[src/rtl/collision_scheduler.sv]
// Time-multiplexes one shared collision detector across NUM_ENEMIES enemy slots.
// Live slots are serviced in ascending order and results are latched per enemy.
module collision_scheduler #(
  parameter int NUM_ENEMIES = 3,
  parameter int SEL_W       = 2,
  parameter int TIMEOUT     = 1023
) (
  input  logic                     clock,
  input  logic                     reset,
  input  logic                     start,
  input  logic [NUM_ENEMIES-1:0]   enemy_alive,
  input  logic [9*NUM_ENEMIES-1:0] enemy_x_bus,
  input  logic [8*NUM_ENEMIES-1:0] enemy_y_bus,
  input  logic [3*NUM_ENEMIES-1:0] enemy_dir_bus,
  input  logic [3*NUM_ENEMIES-1:0] enemy_face_bus,
  output logic                     det_init,
  output logic                     det_enable,
  output logic [SEL_W-1:0]         det_sel,
  output logic [8:0]               det_enemy_x,
  output logic [7:0]               det_enemy_y,
  output logic [2:0]               det_enemy_dir,
  output logic [2:0]               det_enemy_face,
  input  logic                     det_done,
  input  logic                     det_c_map,
  input  logic                     det_e_map,
  input  logic                     det_c_e,
  input  logic                     det_hit,
  output logic                     c_map_collision,
  output logic [NUM_ENEMIES-1:0]   e_map_collision,
  output logic [NUM_ENEMIES-1:0]   c_e_collision,
  output logic [NUM_ENEMIES-1:0]   e_hit,
  output logic                     busy,
  output logic                     done,
  output logic                     timeout_err
);

  localparam int XW = 9;
  localparam int YW = 8;
  localparam int DW = 3;
  localparam int CW = $clog2(TIMEOUT + 1);

  typedef enum logic [2:0] {
    S_IDLE  = 3'd0,
    S_LOAD  = 3'd1,
    S_RUN   = 3'd2,
    S_LATCH = 3'd3,
    S_DONE  = 3'd4
  } state_t;

  state_t                 r_state, w_state_n;
  logic [NUM_ENEMIES-1:0] r_alive, w_alive_n;
  logic [SEL_W-1:0]       r_slot, w_slot_n;
  logic                   r_first, w_first_n;
  logic                   r_supp, w_supp_n;
  logic [CW-1:0]          r_cnt, w_cnt_n;
  logic                   r_init, w_init_n;
  logic                   r_en, w_en_n;
  logic [SEL_W-1:0]       r_sel, w_sel_n;
  logic [XW-1:0]          r_x, w_x_n;
  logic [YW-1:0]          r_y, w_y_n;
  logic [DW-1:0]          r_dir, w_dir_n;
  logic [DW-1:0]          r_face, w_face_n;
  logic                   r_cmap, w_cmap_n;
  logic [NUM_ENEMIES-1:0] r_emap, w_emap_n;
  logic [NUM_ENEMIES-1:0] r_ce, w_ce_n;
  logic [NUM_ENEMIES-1:0] r_hit, w_hit_n;
  logic                   r_busy, w_busy_n;
  logic                   r_done, w_done_n;
  logic                   r_to, w_to_n;
  logic                   w_load;
  logic [SEL_W:0]         w_pick;

  // Returns {found, index} of the lowest set mask bit at or above 'from'.
  function automatic logic [SEL_W:0] find_slot(input logic [NUM_ENEMIES-1:0] mask, input int from);
    logic [SEL_W:0] res;
    res = {1'b0, {SEL_W{1'b0}}};
    for (int i = NUM_ENEMIES - 1; i >= 0; i--) begin
      if (mask[i] && (i >= from)) begin
        res = {1'b1, SEL_W'(i)};
      end else begin
        res = res;
      end
    end
    return res;
  endfunction

  // Next-state and next-output logic for the pass sequencer.
  always_comb begin
    w_state_n = r_state;
    w_alive_n = r_alive;
    w_slot_n  = r_slot;
    w_first_n = r_first;
    w_supp_n  = r_supp;
    w_cnt_n   = r_cnt;
    w_init_n  = 1'b0;
    w_en_n    = 1'b0;
    w_cmap_n  = r_cmap;
    w_emap_n  = r_emap;
    w_ce_n    = r_ce;
    w_hit_n   = r_hit;
    w_busy_n  = r_busy;
    w_done_n  = 1'b0;
    w_to_n    = r_to;
    w_load    = 1'b0;
    w_pick    = {1'b0, {SEL_W{1'b0}}};
    case (r_state)
      S_IDLE: begin
        w_busy_n = 1'b0;
        if (start) begin
          w_pick    = find_slot(enemy_alive, 0);
          w_alive_n = enemy_alive;
          // An empty mask still runs slot 0 so the character/map check happens.
          w_slot_n  = w_pick[SEL_W] ? w_pick[SEL_W-1:0] : {SEL_W{1'b0}};
          w_first_n = 1'b1;
          w_supp_n  = 1'b0;
          w_cmap_n  = 1'b0;
          w_emap_n  = {NUM_ENEMIES{1'b0}};
          w_ce_n    = {NUM_ENEMIES{1'b0}};
          w_hit_n   = {NUM_ENEMIES{1'b0}};
          w_to_n    = 1'b0;
          w_busy_n  = 1'b1;
          w_load    = 1'b1;
          w_state_n = S_LOAD;
        end else begin
          w_state_n = S_IDLE;
        end
      end
      S_LOAD: begin
        w_en_n    = 1'b1;
        w_cnt_n   = CW'(1);
        w_state_n = S_RUN;
      end
      S_RUN: begin
        if (det_done) begin
          w_state_n = S_LATCH;
        end else if (r_cnt >= CW'(TIMEOUT)) begin
          w_supp_n  = 1'b1;
          w_to_n    = 1'b1;
          w_state_n = S_LATCH;
        end else begin
          w_en_n  = 1'b1;
          w_cnt_n = r_cnt + CW'(1);
        end
      end
      S_LATCH: begin
        if (!r_supp && r_first) begin
          w_cmap_n = det_c_map;
        end else begin
          w_cmap_n = r_cmap;
        end
        if (!r_supp && r_alive[r_slot]) begin
          w_emap_n[r_slot] = det_e_map;
          w_ce_n[r_slot]   = det_c_e;
          w_hit_n[r_slot]  = det_hit;
        end else begin
          w_emap_n = r_emap;
        end
        w_first_n = 1'b0;
        w_supp_n  = 1'b0;
        w_pick    = find_slot(r_alive, int'(r_slot) + 1);
        if (w_pick[SEL_W]) begin
          w_slot_n  = w_pick[SEL_W-1:0];
          w_load    = 1'b1;
          w_state_n = S_LOAD;
        end else begin
          w_done_n  = 1'b1;
          w_state_n = S_DONE;
        end
      end
      S_DONE: begin
        w_busy_n  = 1'b0;
        w_state_n = S_IDLE;
      end
      default: begin
        w_busy_n  = 1'b0;
        w_state_n = S_IDLE;
      end
    endcase
  end

  // Operand mux: captures the next slot's fields whenever a LOAD is entered.
  always_comb begin
    w_init_n_unused_guard: begin end
    w_sel_n  = r_sel;
    w_x_n    = r_x;
    w_y_n    = r_y;
    w_dir_n  = r_dir;
    w_face_n = r_face;
    if (w_load) begin
      w_sel_n  = w_slot_n;
      w_x_n    = enemy_x_bus[int'(w_slot_n)*XW +: XW];
      w_y_n    = enemy_y_bus[int'(w_slot_n)*YW +: YW];
      w_dir_n  = enemy_dir_bus[int'(w_slot_n)*DW +: DW];
      w_face_n = enemy_face_bus[int'(w_slot_n)*DW +: DW];
    end else begin
      w_sel_n  = r_sel;
    end
  end

  // State and output registers with synchronous active-low reset.
  always_ff @(posedge clock) begin
    if (!reset) begin
      r_state <= S_IDLE;
      r_alive <= {NUM_ENEMIES{1'b0}};
      r_slot  <= {SEL_W{1'b0}};
      r_first <= 1'b0;
      r_supp  <= 1'b0;
      r_cnt   <= {CW{1'b0}};
      r_init  <= 1'b0;
      r_en    <= 1'b0;
      r_sel   <= {SEL_W{1'b0}};
      r_x     <= {XW{1'b0}};
      r_y     <= {YW{1'b0}};
      r_dir   <= {DW{1'b0}};
      r_face  <= {DW{1'b0}};
      r_cmap  <= 1'b0;
      r_emap  <= {NUM_ENEMIES{1'b0}};
      r_ce    <= {NUM_ENEMIES{1'b0}};
      r_hit   <= {NUM_ENEMIES{1'b0}};
      r_busy  <= 1'b0;
      r_done  <= 1'b0;
      r_to    <= 1'b0;
    end else begin
      r_state <= w_state_n;
      r_alive <= w_alive_n;
      r_slot  <= w_slot_n;
      r_first <= w_first_n;
      r_supp  <= w_supp_n;
      r_cnt   <= w_cnt_n;
      r_init  <= w_load;
      r_en    <= w_en_n;
      r_sel   <= w_sel_n;
      r_x     <= w_x_n;
      r_y     <= w_y_n;
      r_dir   <= w_dir_n;
      r_face  <= w_face_n;
      r_cmap  <= w_cmap_n;
      r_emap  <= w_emap_n;
      r_ce    <= w_ce_n;
      r_hit   <= w_hit_n;
      r_busy  <= w_busy_n;
      r_done  <= w_done_n;
      r_to    <= w_to_n;
    end
  end

  assign det_init        = r_init;
  assign det_enable      = r_en;
  assign det_sel         = r_sel;
  assign det_enemy_x     = r_x;
  assign det_enemy_y     = r_y;
  assign det_enemy_dir   = r_dir;
  assign det_enemy_face  = r_face;
  assign c_map_collision = r_cmap;
  assign e_map_collision = r_emap;
  assign c_e_collision   = r_ce;
  assign e_hit           = r_hit;
  assign busy            = r_busy;
  assign done            = r_done;
  assign timeout_err     = r_to;

endmodule

[config.mk]
export PLATFORM = sky130hd
export DESIGN_NAME = collision_scheduler
export DESIGN_NICKNAME = d
export VERILOG_FILES = /design/src/rtl/collision_scheduler.sv
export SDC_FILE = /design/constraint.sdc
export NUM_CORES = 1
export LEC_CHECK = 0
export CORE_ASPECT_RATIO = 0.8
export CORE_MARGIN = 5
export CORE_UTILIZATION = 46
export DETAILED_ROUTE_END_ITERATION = 6
export PLACE_DENSITY = 0.86
export SYNTH_ARGS = -nofsm -noshare
export SYNTH_HDL_FRONTEND = slang
export SYNTH_SLANG_ARGS = --single-unit
[constraint.sdc]
create_clock -name clock -period 3.6 [get_ports clock]
set_input_delay 0.54 -clock clock [delete_from_list [all_inputs] [get_ports clock]]
set_output_delay 0.54 -clock clock [all_outputs]
set_load 0.01 [all_outputs]
Word level (Yosys, flattened, before mapping)
Index checks and enable logic that the tools add are counted.
Widths: inputs -> output; s select.
{ "word_totals": {"register_bits": 60, "in_bits": 80, "elab_cells": 117} }
{ "op_classes": {"addsub": 2, "mul": 2, "n_shift": 4, "eq_ne": 10, "magnitude_cmp": 6, "n_mux": 52, "reduce_logical": 21} }
{ "op_table": {"columns": ["op", "count"], "rows": [
  ["$mux 3", 16],
  ["$shiftx 9x32->3", 1],
  ["$shiftx 27x7->9", 1],
  ["$shiftx 24x6->8", 1],
  ["$mux 10", 2],
  ["$pmux 10 s2", 1],
  ["$pmux 3 s2", 3],
  ["$mux 1", 13],
  ["$ne 2x2->1 const B", 6],
  ["$pmux 1 s2", 6],
  ["$pmux 3 s4", 1],
  ["$add 10x1->10 const B", 1],
  ["$ge 10x10->1 const B", 1],
  ["$bwmux 3", 3],
  ["$reduce_and 3->1", 3],
  ["$shiftx 9x5->3", 1],
  ["$reduce_and 4->1", 2],
  ["$eq 3x2->1 const B", 2],
  ["$ge 1x3->1 const A", 2],
  ["$logic_and 1x1->1", 6],
  ["$mul 2x4->6 const B", 1],
  ["$mux 2", 3],
  ["$reduce_and 2->1", 3],
  ["$reduce_bool 2->1", 3],
  ["other kinds (15)", 15]
]} }

Logic depth before layout (Yosys ltp)
{ "logic_depth": {"word_depth": 11, "ltp_mapped": 9, "mapped_depth_nobuf": 6} }

Least setup slack after synthesis
Ideal clock, no wire load.
{ "synth_timing": {"path_type": "in2reg", "startpoint": "in start", "endpoint": "reg r_dir[0], in the netlist det_enemy_dir[0]", "cell_stages": 8, "arrival_ns": 1.864, "t_required_ns": 3.466, "setup_ns": 0.134, "path_slack_ns": 1.603, "path_buffers": 3, "path_cell_list": "or4b_4 > buf_6 > o311ai_2 > and2_4 > buf_12 > buf_12 > mux2i_1 > o22ai_1"} }
{ "synth_via": {"elab_chain_len": 4, "elab_cells_between_ends": 6, "cone_classes": "1 x mul; 1 x shift; 4 x mux"} }
{ "synth_rtl": {"columns": ["element", "line", "source"], "rows": [
  ["start: declaration", "10", "input logic start,"],
  ["$mux 2", "109", "if (start) begin"],
  ["$pmux 2 s2", "106", "case (r_state)"],
  ["$mul 2x2->4", "193", "w_dir_n = enemy_dir_bus[int'(w_slot_n)*DW +: DW];"],
  ["$shiftx 9x32->3", "193", null],
  ["end signal: assignment", "214", "r_dir <= {DW{1'b0}};"],
  ["end signal: assignment", "235", "r_dir <= w_dir_n;"],
  ["end: declaration", "61", "logic [DW-1:0] r_dir, w_dir_n;"]
]} }
Parallel ways exist; a longest one is shown, timed or not.
A chain may end at the register's enable or synchronous reset.

Final worst setup path
{ "layout_timing": {"startpoint": "reg r_state[0]", "endpoint": "reg r_x[2], in the netlist det_enemy_x[2]"} }
{ "layout_via": {"elab_chain_len": 4, "elab_cells_between_ends": 6, "cone_classes": "1 x mul; 1 x eq/ne; 1 x shift; 2 x mux; 1 x reduce/logical"} }
{ "layout_rtl": {"columns": ["element", "line", "source"], "rows": [
  ["start: declaration", "50", "state_t r_state, w_state_n;"],
  ["start signal: assignment", "224", "r_state <= w_state_n;"],
  ["$eq 3x2->1 / $logic_not 3->1 (equally long branches)", "106", null],
  ["$pmux 2 s2", "106", null],
  ["$mul 2x4->6", "191", "w_x_n = enemy_x_bus[int'(w_slot_n)*XW +: XW];"],
  ["$shiftx 27x7->9", "191", null],
  ["end signal: assignment", "212", "r_x <= {XW{1'b0}};"],
  ["end signal: assignment", "233", "r_x <= w_x_n;"],
  ["end: declaration", "59", "logic [XW-1:0] r_x, w_x_n;"]
]} }
Parallel ways exist; a longest one is shown, timed or not.

==> flow_summary.toml <==
[setup_path]
startpoint_type = "flip-flop"
crit_buf_inv = 0
r2r_end = "det_enemy_x[2]$_SDFFE_PN0P_"
reg2regPathDepth = 5
crit_family = "compound AO/OA/AOI/OAI gates"
worst_path_max_delay_cell = "a21o_1"
path_cells = "nand3b_2 -> nor4b_1 -> a21o_1 -> a22oi_1 -> o22ai_1"
rrSetupSlack_ns = 1.06
crit_type = "reg -> reg"
required_ns = 3.85
cp.arrival_ns = 2.79
end_kind = "flip-flop"
max_stage_delay_ns = 0.69
crit_fanout = 24
r2r-start = "r_state[0]$_SDFFE_PN0P_"

[sta]
finalClockSkew_ns = 0.00675
finalCriticalPeriod_ns = 2.54
hold_viol_final = 0
fin_crit_sh_pct = 70.5
tightest_slew_ns = 1.05
relSlewSlack_pct = 30.0
report.final.slew_viol_count = 0
setup_tns_ns = 0
finalSetupViolations = 0
grt_setup_unrepaired = "false"
timing.fmax_mhz = 394

[floorplanning]
start_util_pct = 47.7
die_y_um = 80.2
core_area_mm2 = 0.00594
rows = 25
fp.dieArea_mm2 = 0.00784
io_pins = 120
die_w_um = 97.8

[logic_synthesis]
yosysTopAreaCell = "dfxtp_1"
synth_area_per_cell_um2 = 9.09
async_flop_share_pct = 0
syn_inst = 312
syn_nets = 393
synth_area_leaders = "dfxtp_1, mux2i_1, a22oi_1"
synth_seq_cells = 60
synth.distinct_cells = 51
post-synth-top-count-cell = "dfxtp_1"
ys_seq_area_share_pct = 42.4
synth-edff-count = 0
netlist_top_cells_count = "dfxtp_1, nor2_1, mux2i_1"
synth_flop_cell = "dfxtp_1"
syn_area_mm2 = 0.00284
synth_top_area_share_pct = 42.4
yosys_warnings = 0

[route]
vias = 2813
post-route-drc-count = 0
drtIter0Drc = 163
post_drt_wl_per_cell_um = 16.4
dr.pass1.iters = 5
ant_nets = 0
postRouteWirelength_um = 8370
avgViaCountPerCell = 5.52

[run_status]
outcome = "completed"

[power_and_ir_drop]
power_w = 0.00193
irDropWorstVdd_mv = 0.337
leakage_nw = 1.63
p_per_area_mw_per_mm2 = 453

[placed_design]
portBuffers = 119
gp_congestion = 0.853
dp_hpwl_um = 6230

[flow_run]
cap_violations = 0

[cts]
numClockSinks = 60
cts-buffers-inserted = 9
root_buffer = "clkbuf_8"
clk_latency_ns = 0.34
holdBufCountCts = 0
clk_pin_slew_worst_paths_ns = 0.06
cts_tree = "yes"
post_cts_buffers = 0
cts_buffer_depth = 2
post_cts_resized = 0
cts-htree-levels = 3

[global_routing]
grt-ovfl-total = 0
grt_pass1_vias = 2677
grt_pass1_wl_um = 12700
grt_max_degree = 27
grt_usage_pct = 20.4
antenna_found_initial = 0

[min_path]
hold-path-cell-count = 2
hp-class = "reg -> reg"
hold_start = "e_map_collision[0]$_SDFFE_PN0P_"
whs_endpoint = "e_map_collision[0]$_SDFFE_PN0P_"

[layout]
drive_above_1_share_pct = 6.06
nets = 505
syn_to_final_growth_pct = 49.9
diodes = 0
==> layout by cell type (no fill, tap or decap), drive strengths merged, types with 2 or more instances in the layout <==
cell,instances
a21boi,3
a21oi,15
a22oi,23
and2,3
and3,5
buf,3
bufinv,3
clkbuf,12
clkdlybuf4s50,119
clkinv,2
dfxtp,60
inv,9
mux2i,24
nand2,21
nand2b,4
nand3,10
nand3b,2
nor2,25
nor2b,4
nor3,6
nor3b,5
nor4,3
nor4b,2
o211ai,2
o21a,2
o21ai,8
o22ai,23
o2bb2ai,3
or2,3
or3,2
xnor2,5
xor2,3
==> metrics by stage <==
stage          setup WS (ns)  hold slack [ns]  utilization, %  cell area [um2]  cells
2_1_floorplan           1.60            0.436               -             2840    312
3_3_place_gp           0.965            0.445            67.3             4000    494
3_5_place_dp           0.898            0.446            67.3             4000    494
4_1_cts                 1.09            0.455            71.5             4250    510
5_1_grt                0.932            0.468            71.5             4250    510
6_report                1.06            0.452            71.5             4250    510
==> tightest hold or removal path: stages, from the launching register on <==
cell       delay [ns]
dfxtp_1          0.31
nand2_1          0.05
o2bb2ai_1        0.05
==> layer usage <==
metal	part of all wire [%]	routed length (um)	up-vias	global-route usage, %
met5	0	0	-	0
met4	1.6	138	0	8.30
met3	6.5	544	12	6.16
met2	52	4340	98	36.9
met1	40	3340	1332	22.4
li1	-	-	1371	-
==> worst max-delay path by stage <==
stage	startpoint	slack (ns)	endpoint	depth (start not counted)
final	r_state[0]$_SDFFE_PN0P_	1.06	det_enemy_x[2]$_SDFFE_PN0P_	5
after global routing	r_state[0]$_SDFFE_PN0P_	0.93	det_enemy_face[1]$_SDFFE_PN0P_	5
after CTS	r_state[0]$_SDFFE_PN0P_	1.09	det_enemy_y[2]$_SDFFE_PN0P_	5
after detailed placement	start	0.90	det_enemy_y[2]$_SDFFE_PN0P_	5
after global placement	start	0.97	det_enemy_dir[2]$_SDFFE_PN0P_	5
after floorplan	start	1.60	det_enemy_dir[0]$_SDFFE_PN0P_	8
==> kinds of logic (layout without fill, tap and decap cells) <==
logic type | count (synthesis) | in the layout | synth area share [%]
compound gates | 90 | 90 | 21.5
xor+xnor | 8 | 8 | 2.47
fa+ha+maj | 1 | 1 | 0.441
buf+inv | 31 | 148 | 6.62
flops | 60 | 60 | 42.4
mux | 24 | 24 | 8.47
simple gates | 98 | 98 | 18.1
==> state kept, by name, indices dropped and copies added (netlist names) <==
| register | flops |
|---|---|
| det_init | 1 |
| r_alive | 3 |
| r_first | 1 |
| c_map_collision | 1 |
| det_enable | 1 |
| busy | 1 |
| det_enemy_y | 8 |
| r_state | 3 |
| det_enemy_face | 3 |
| det_sel | 2 |
| r_supp | 1 |
| r_cnt | 10 |
| c_e_collision | 3 |
| det_enemy_x | 9 |
| det_enemy_dir | 3 |
| e_hit | 3 |
| e_map_collision | 3 |
| r_slot | 2 |
| done | 1 |
| timeout_err | 1 |
==> area by class of cell <==
cell class                 instances  area, um2
fill                             455       1690
multi-input combinational        221       1450
timing repair buffer             122       1210
sequential                        60       1200
clock buffer                      12        155
tap                               81        101
clock inverter                     4       95.1
inverter                          10       37.5
==> report_power, final <==
group,internal (W),total (W),switching [W]
sequential,0.000717,0.000759,0.0000425
combinational,0.000228,0.000416,0.000188
clock,0.000497,0.000752,0.000255
(Power assumes the default switching activity.)
==> patch 1: new RTL, config.mk and constraints unchanged <==
The parameter `TIMEOUT` goes from 1023 to 511.
--- a/src/rtl/collision_scheduler.sv
+++ b/src/rtl/collision_scheduler.sv
@@ -3,7 +3,7 @@
 module collision_scheduler #(
   parameter int NUM_ENEMIES = 3,
   parameter int SEL_W       = 2,
-  parameter int TIMEOUT     = 1023
+  parameter int TIMEOUT     = 511
 ) (
   input  logic                     clock,
   input  logic                     reset,
Behaviour: no difference found for any inputs over 10 cycles, from zero or initial values and one cycle with reset low; that may be too few to reach the edited logic, so the function may still have changed.
==> patch 1 against the original RTL <==
Non-clock buffer count up 3; synthesized area up 1.5%; sequential share of layout area down 0.68 points; critical path depth up 2; setup slack worse by 250 ps; routed wire length up 1.7%; total power up 0.27%; final area up 0.77%; sequential cell count down 1; critical path type is now input pin to flop; critical endpoint is now det_enemy_y[7]$_SDFFE_PN0P_.
==> patch 1: results (changes against the original RTL) <==
Crit Path Category: input pin to flop
Dpl hpwl: 6.24 mm (+0.11%)
Routed vias: 2826 (+0.46%)
Status: complete, no violations
Reg2reg setup slack: 1020 ps (-40 ps)
Worst-Margin Slew: 848 ps (-202 ps)
Nets: 511 (+1.2%)
Clock power frac: 26.9% (-12 points)
First-pass GRT wire length: 14.0 mm (+10%)
Library cells used by synthesis: 47 (-7.8%)
Slowest-stage cell, CP: or4b_1
Met3 routed WL: 679 um (+25%)
Hold_sp: c_e_collision[0]$_SDFFE_PN0P_
Mux cell area share after synthesis: 9.40% (+0.92 points)
Adder-Cell Fraction of Synth Area: 0.870% (+0.43 points)
Crit-path max FO: 29 (+21%)
VDD IR max: 274 uV (-19%)
Compound-Gate Fraction of Synth Area: 21.7% (+0.26 points)
Hold_ws: 484 ps (+32.4 ps)
Routed length on met2: 3.97 mm (-8.5%)
Filler cells: 495 (+8.8%)
Max incr delay on CP: 660 ps (-30 ps)
Top post-synthesis cells by area: dfxtp_1 (41%), a221oi_2 (9.9%), mux2i_1 (9.4%)
Worst setup startpoint: start
P_leak: 1.77 nW (+8.9%)
1st-iter DRT viols: 145 (-11%)
R2r endpoint: det_enemy_y[7]$_SDFFE_PN0P_
Worst Reg-to-Reg Cells: 6 (+1)
Pint: 0.00133 W (-7.8%)
Launch point of the worst reg-to-reg path: r_state[1]$_SDFFE_PN0P_
Clk_skew: 4.57 ps (-2.18 ps)
GRT met1 Usage: 28.0% (+5.6 points)
Post-CTS sizing: 0 (unchanged)
Top Metal Used: met4
Critical Path AT: 3020 ps (+230 ps)
Syn nets: 396 (+0.76%)
Avg WL per Cell: 16.6 um (+1.1%)
DP Area: 4120 um2 (+2.9%)
XOR/XNOR Fraction of Synth Area: 1.22% (-1.3 points)
patch 1: cells by family after synthesis:
| kind of cell | count (synthesis) |
|---|---|
| AOI/OAI and AO/OA | 77 |
| xor gates and xnor gates | 4 |
| adders and majority gates | 2 |
| buffers and inverters | 25 |
| DFF | 59 |
| muxes | 27 |
| and+or+nand+nor | 120 |
patch 1: layout make-up:
class | instances | area share, %
Timing Repair Buffer | 125 | 28.9
Inverter | 4 | 0.351
Clock buffer | 11 | 3.53
Tap cell | 81 | 2.37
Multi-Input combinational cell | 230 | 37.0
Sequential cell | 59 | 27.6
Clock inverter | 3 | 0.351
patch 1: stage by stage:
| stage | power [W] | cells | utilization, % | setup slack (ps) |
|---|---|---|---|---|
| after detailed placement | 0.00142 | 499 | 68.5 | 518 |
| after global placement | 0.00141 | 499 | 68.5 | 604 |
| after global routing | 0.00205 | 513 | 71.3 | 736 |
| after CTS | 0.00195 | 513 | 71.3 | 862 |
| final | 0.00193 | 513 | 71.3 | 811 |
| after floorplan | 0.00115 | 314 | - | 1370 |
==> patch 2: new RTL, same settings <==
Made on the original files. Register the output `det_enemy_y` once more, without a reset; this adds one clock of latency there. The other outputs are not delayed to match.
--- a/src/rtl/collision_scheduler.sv
+++ b/src/rtl/collision_scheduler.sv
@@ -248,7 +248,9 @@
   assign det_enable      = r_en;
   assign det_sel         = r_sel;
   assign det_enemy_x     = r_x;
-  assign det_enemy_y     = r_y;
+  always_ff @(posedge clock) begin
+    det_enemy_y <= r_y;
+  end
   assign det_enemy_dir   = r_dir;
   assign det_enemy_face  = r_face;
   assign c_map_collision = r_cmap;
Behaviour: not the same (a bounded check fails within 4 cycles, from zero or initial values and one cycle with reset low).
==> patch 2 against the original RTL <==
First-iteration DRC count rose by 69%; clock power fell by 8.4%; routed wire length rose by 4.7%; cell count rose by 4.5%; global-route usage rose by 0.43 points; synthesized area rose by 10%; final area rose by 6.8%; sequential cell count rose by 8; setup slack got worse by 89 ps; fmax fell by 3.4%; total power rose by 1.9%; critical path type is now input pin to flop; register-to-register slack improved by 110 ps.
==> patch 2: results (changes against the original RTL) <==
Vias in the first global route: 2743 (+2.5%)
VDD IR max: 241 uV (-28%)
Worst hold stages: 0 (-2)
Reg2reg setup slack: 1170 ps (+110 ps)
Post-CTS sizing: 0 (unchanged)
Biggest register: r_cnt
Worst Reg-to-Reg Cells: 4 (-1)
Status: complete, no violations
Top post-synthesis cells by area: dfxtp_1 (44%), o221ai_2 (9.1%), mux2i_1 (9.0%)
Library cells used by synthesis: 50 (-2.0%)
Launch point of the worst reg-to-reg path: r_state[2]$_SDFFE_PN0P_
P_leak: 1.78 nW (+9.2%)
Clk Latency, worst-skew pair: 340 ps (about the same)
Hold_sp: r_y[4]$_SDFFE_PN0P_
CTS H-tree lvls: 3 (unchanged)
Sequential area share after synthesis: 43.6% (+1.2 points)
# diodes: 0 (unchanged)
R2r endpoint: det_enemy_x[8]$_SDFFE_PN0P_
WHS Endpoint: det_enemy_y[4]$_DFF_P_
Syn nets: 411 (+4.6%)
Syn avg cell area: 9.46 um2 (+4.1%)
GRT Overall Usage: 20.8% (+0.43 points)
Synth async-reset ratio: 0% (unchanged)
Worst-Margin Slew: 868 ps (-182 ps)
Clk buf depth: 2 (unchanged)
Crit Path Category: input pin to flop
Clk_skew: 9.96 ps (+3.21 ps)
Crit-path max FO: 23 (-4.2%)
Synth cell count leaders: dfxtp_1 (68), nand2_1 (64), mux2i_1 (28)
1st-iter DRT viols: 276 (+69%)
Worst setup startpoint: start
Routed wire length: 8.76 mm (+4.7%)
CTS clock-pin slew for the worst setup and hold paths: 80 ps (+20 ps)
Vias per inst: 5.41 (-1.9%)
Hold_ws: 355 ps (-97.1 ps)
Dpl hpwl: 6.61 mm (+6.0%)
First-pass GRT wire length: 14.1 mm (+11%)
Nets: 525 (+4.0%)
Port buffer count: 119 (unchanged)
Largest net degree at the start of global routing: 48 (+78%)
Share of layout cells above drive strength 1: 10.2% (+4.2 points)
GP Congestion: 0.834 (-2.2%)
-- patch 2: critical path, cell delays in order --
cell and delay [ps]:
clkdlybuf4s50_1 510, or4b_4 580, a221o_1 420, nand2_2 520, o221ai_1 220
-- patch 2: where the power goes --
group	internal, W	total (W)	switching (W)
combinational	0.000230	0.000419	0.000189
clock	0.000390	0.000689	0.000299
sequential	0.000815	0.000856	0.0000406
-- patch 2: area by class of cell --
class                   instances  area [um2]
clock inverters                 6        88.8
well taps                      84         105
fillers                       506        1970
multi-input cells             238        1610
flip-flops and latches         68        1360
inverters                       5        18.8
repair buffers                122        1230
clock buffers                  10         128
-- patch 2: per-layer routing --
metal  GRT usage, %  wire length, um  vias up
li1               -                -     1429
met1           26.1             3690     1324
met2           34.0             4290      110
met3           5.35              529       22
met4           7.51              249        0
met5              0                0        -
-- patch 2: logic make-up after synthesis --
logic type	count (synthesis)	synth area share (%)
buffers and inverters	24	5.17
multiplexers	28	8.97
flip-flops	68	43.6
adder cells (fa/ha/maj)	1	0.401
AO/OA/AOI/OAI	70	20.1
XOR/XNOR	4	1.12
AND/OR/NAND/NOR	135	20.7
-- patch 2: metrics by stage --
step / setup WS, ps / cell area, um2 / power (W) / std cells / utilization [%]
finish: 972 / 4540 / 0.00196 / 533 / 69.8
global route: 836 / 4540 / 0.00205 / 533 / 69.8
floorplan: 1510 / 3120 / 0.00110 / 330 / -
global placement: 698 / 4320 / 0.00128 / 517 / 66.4
detailed placement: 649 / 4320 / 0.00129 / 517 / 66.4
CTS: 1000 / 4540 / 0.00198 / 533 / 69.8
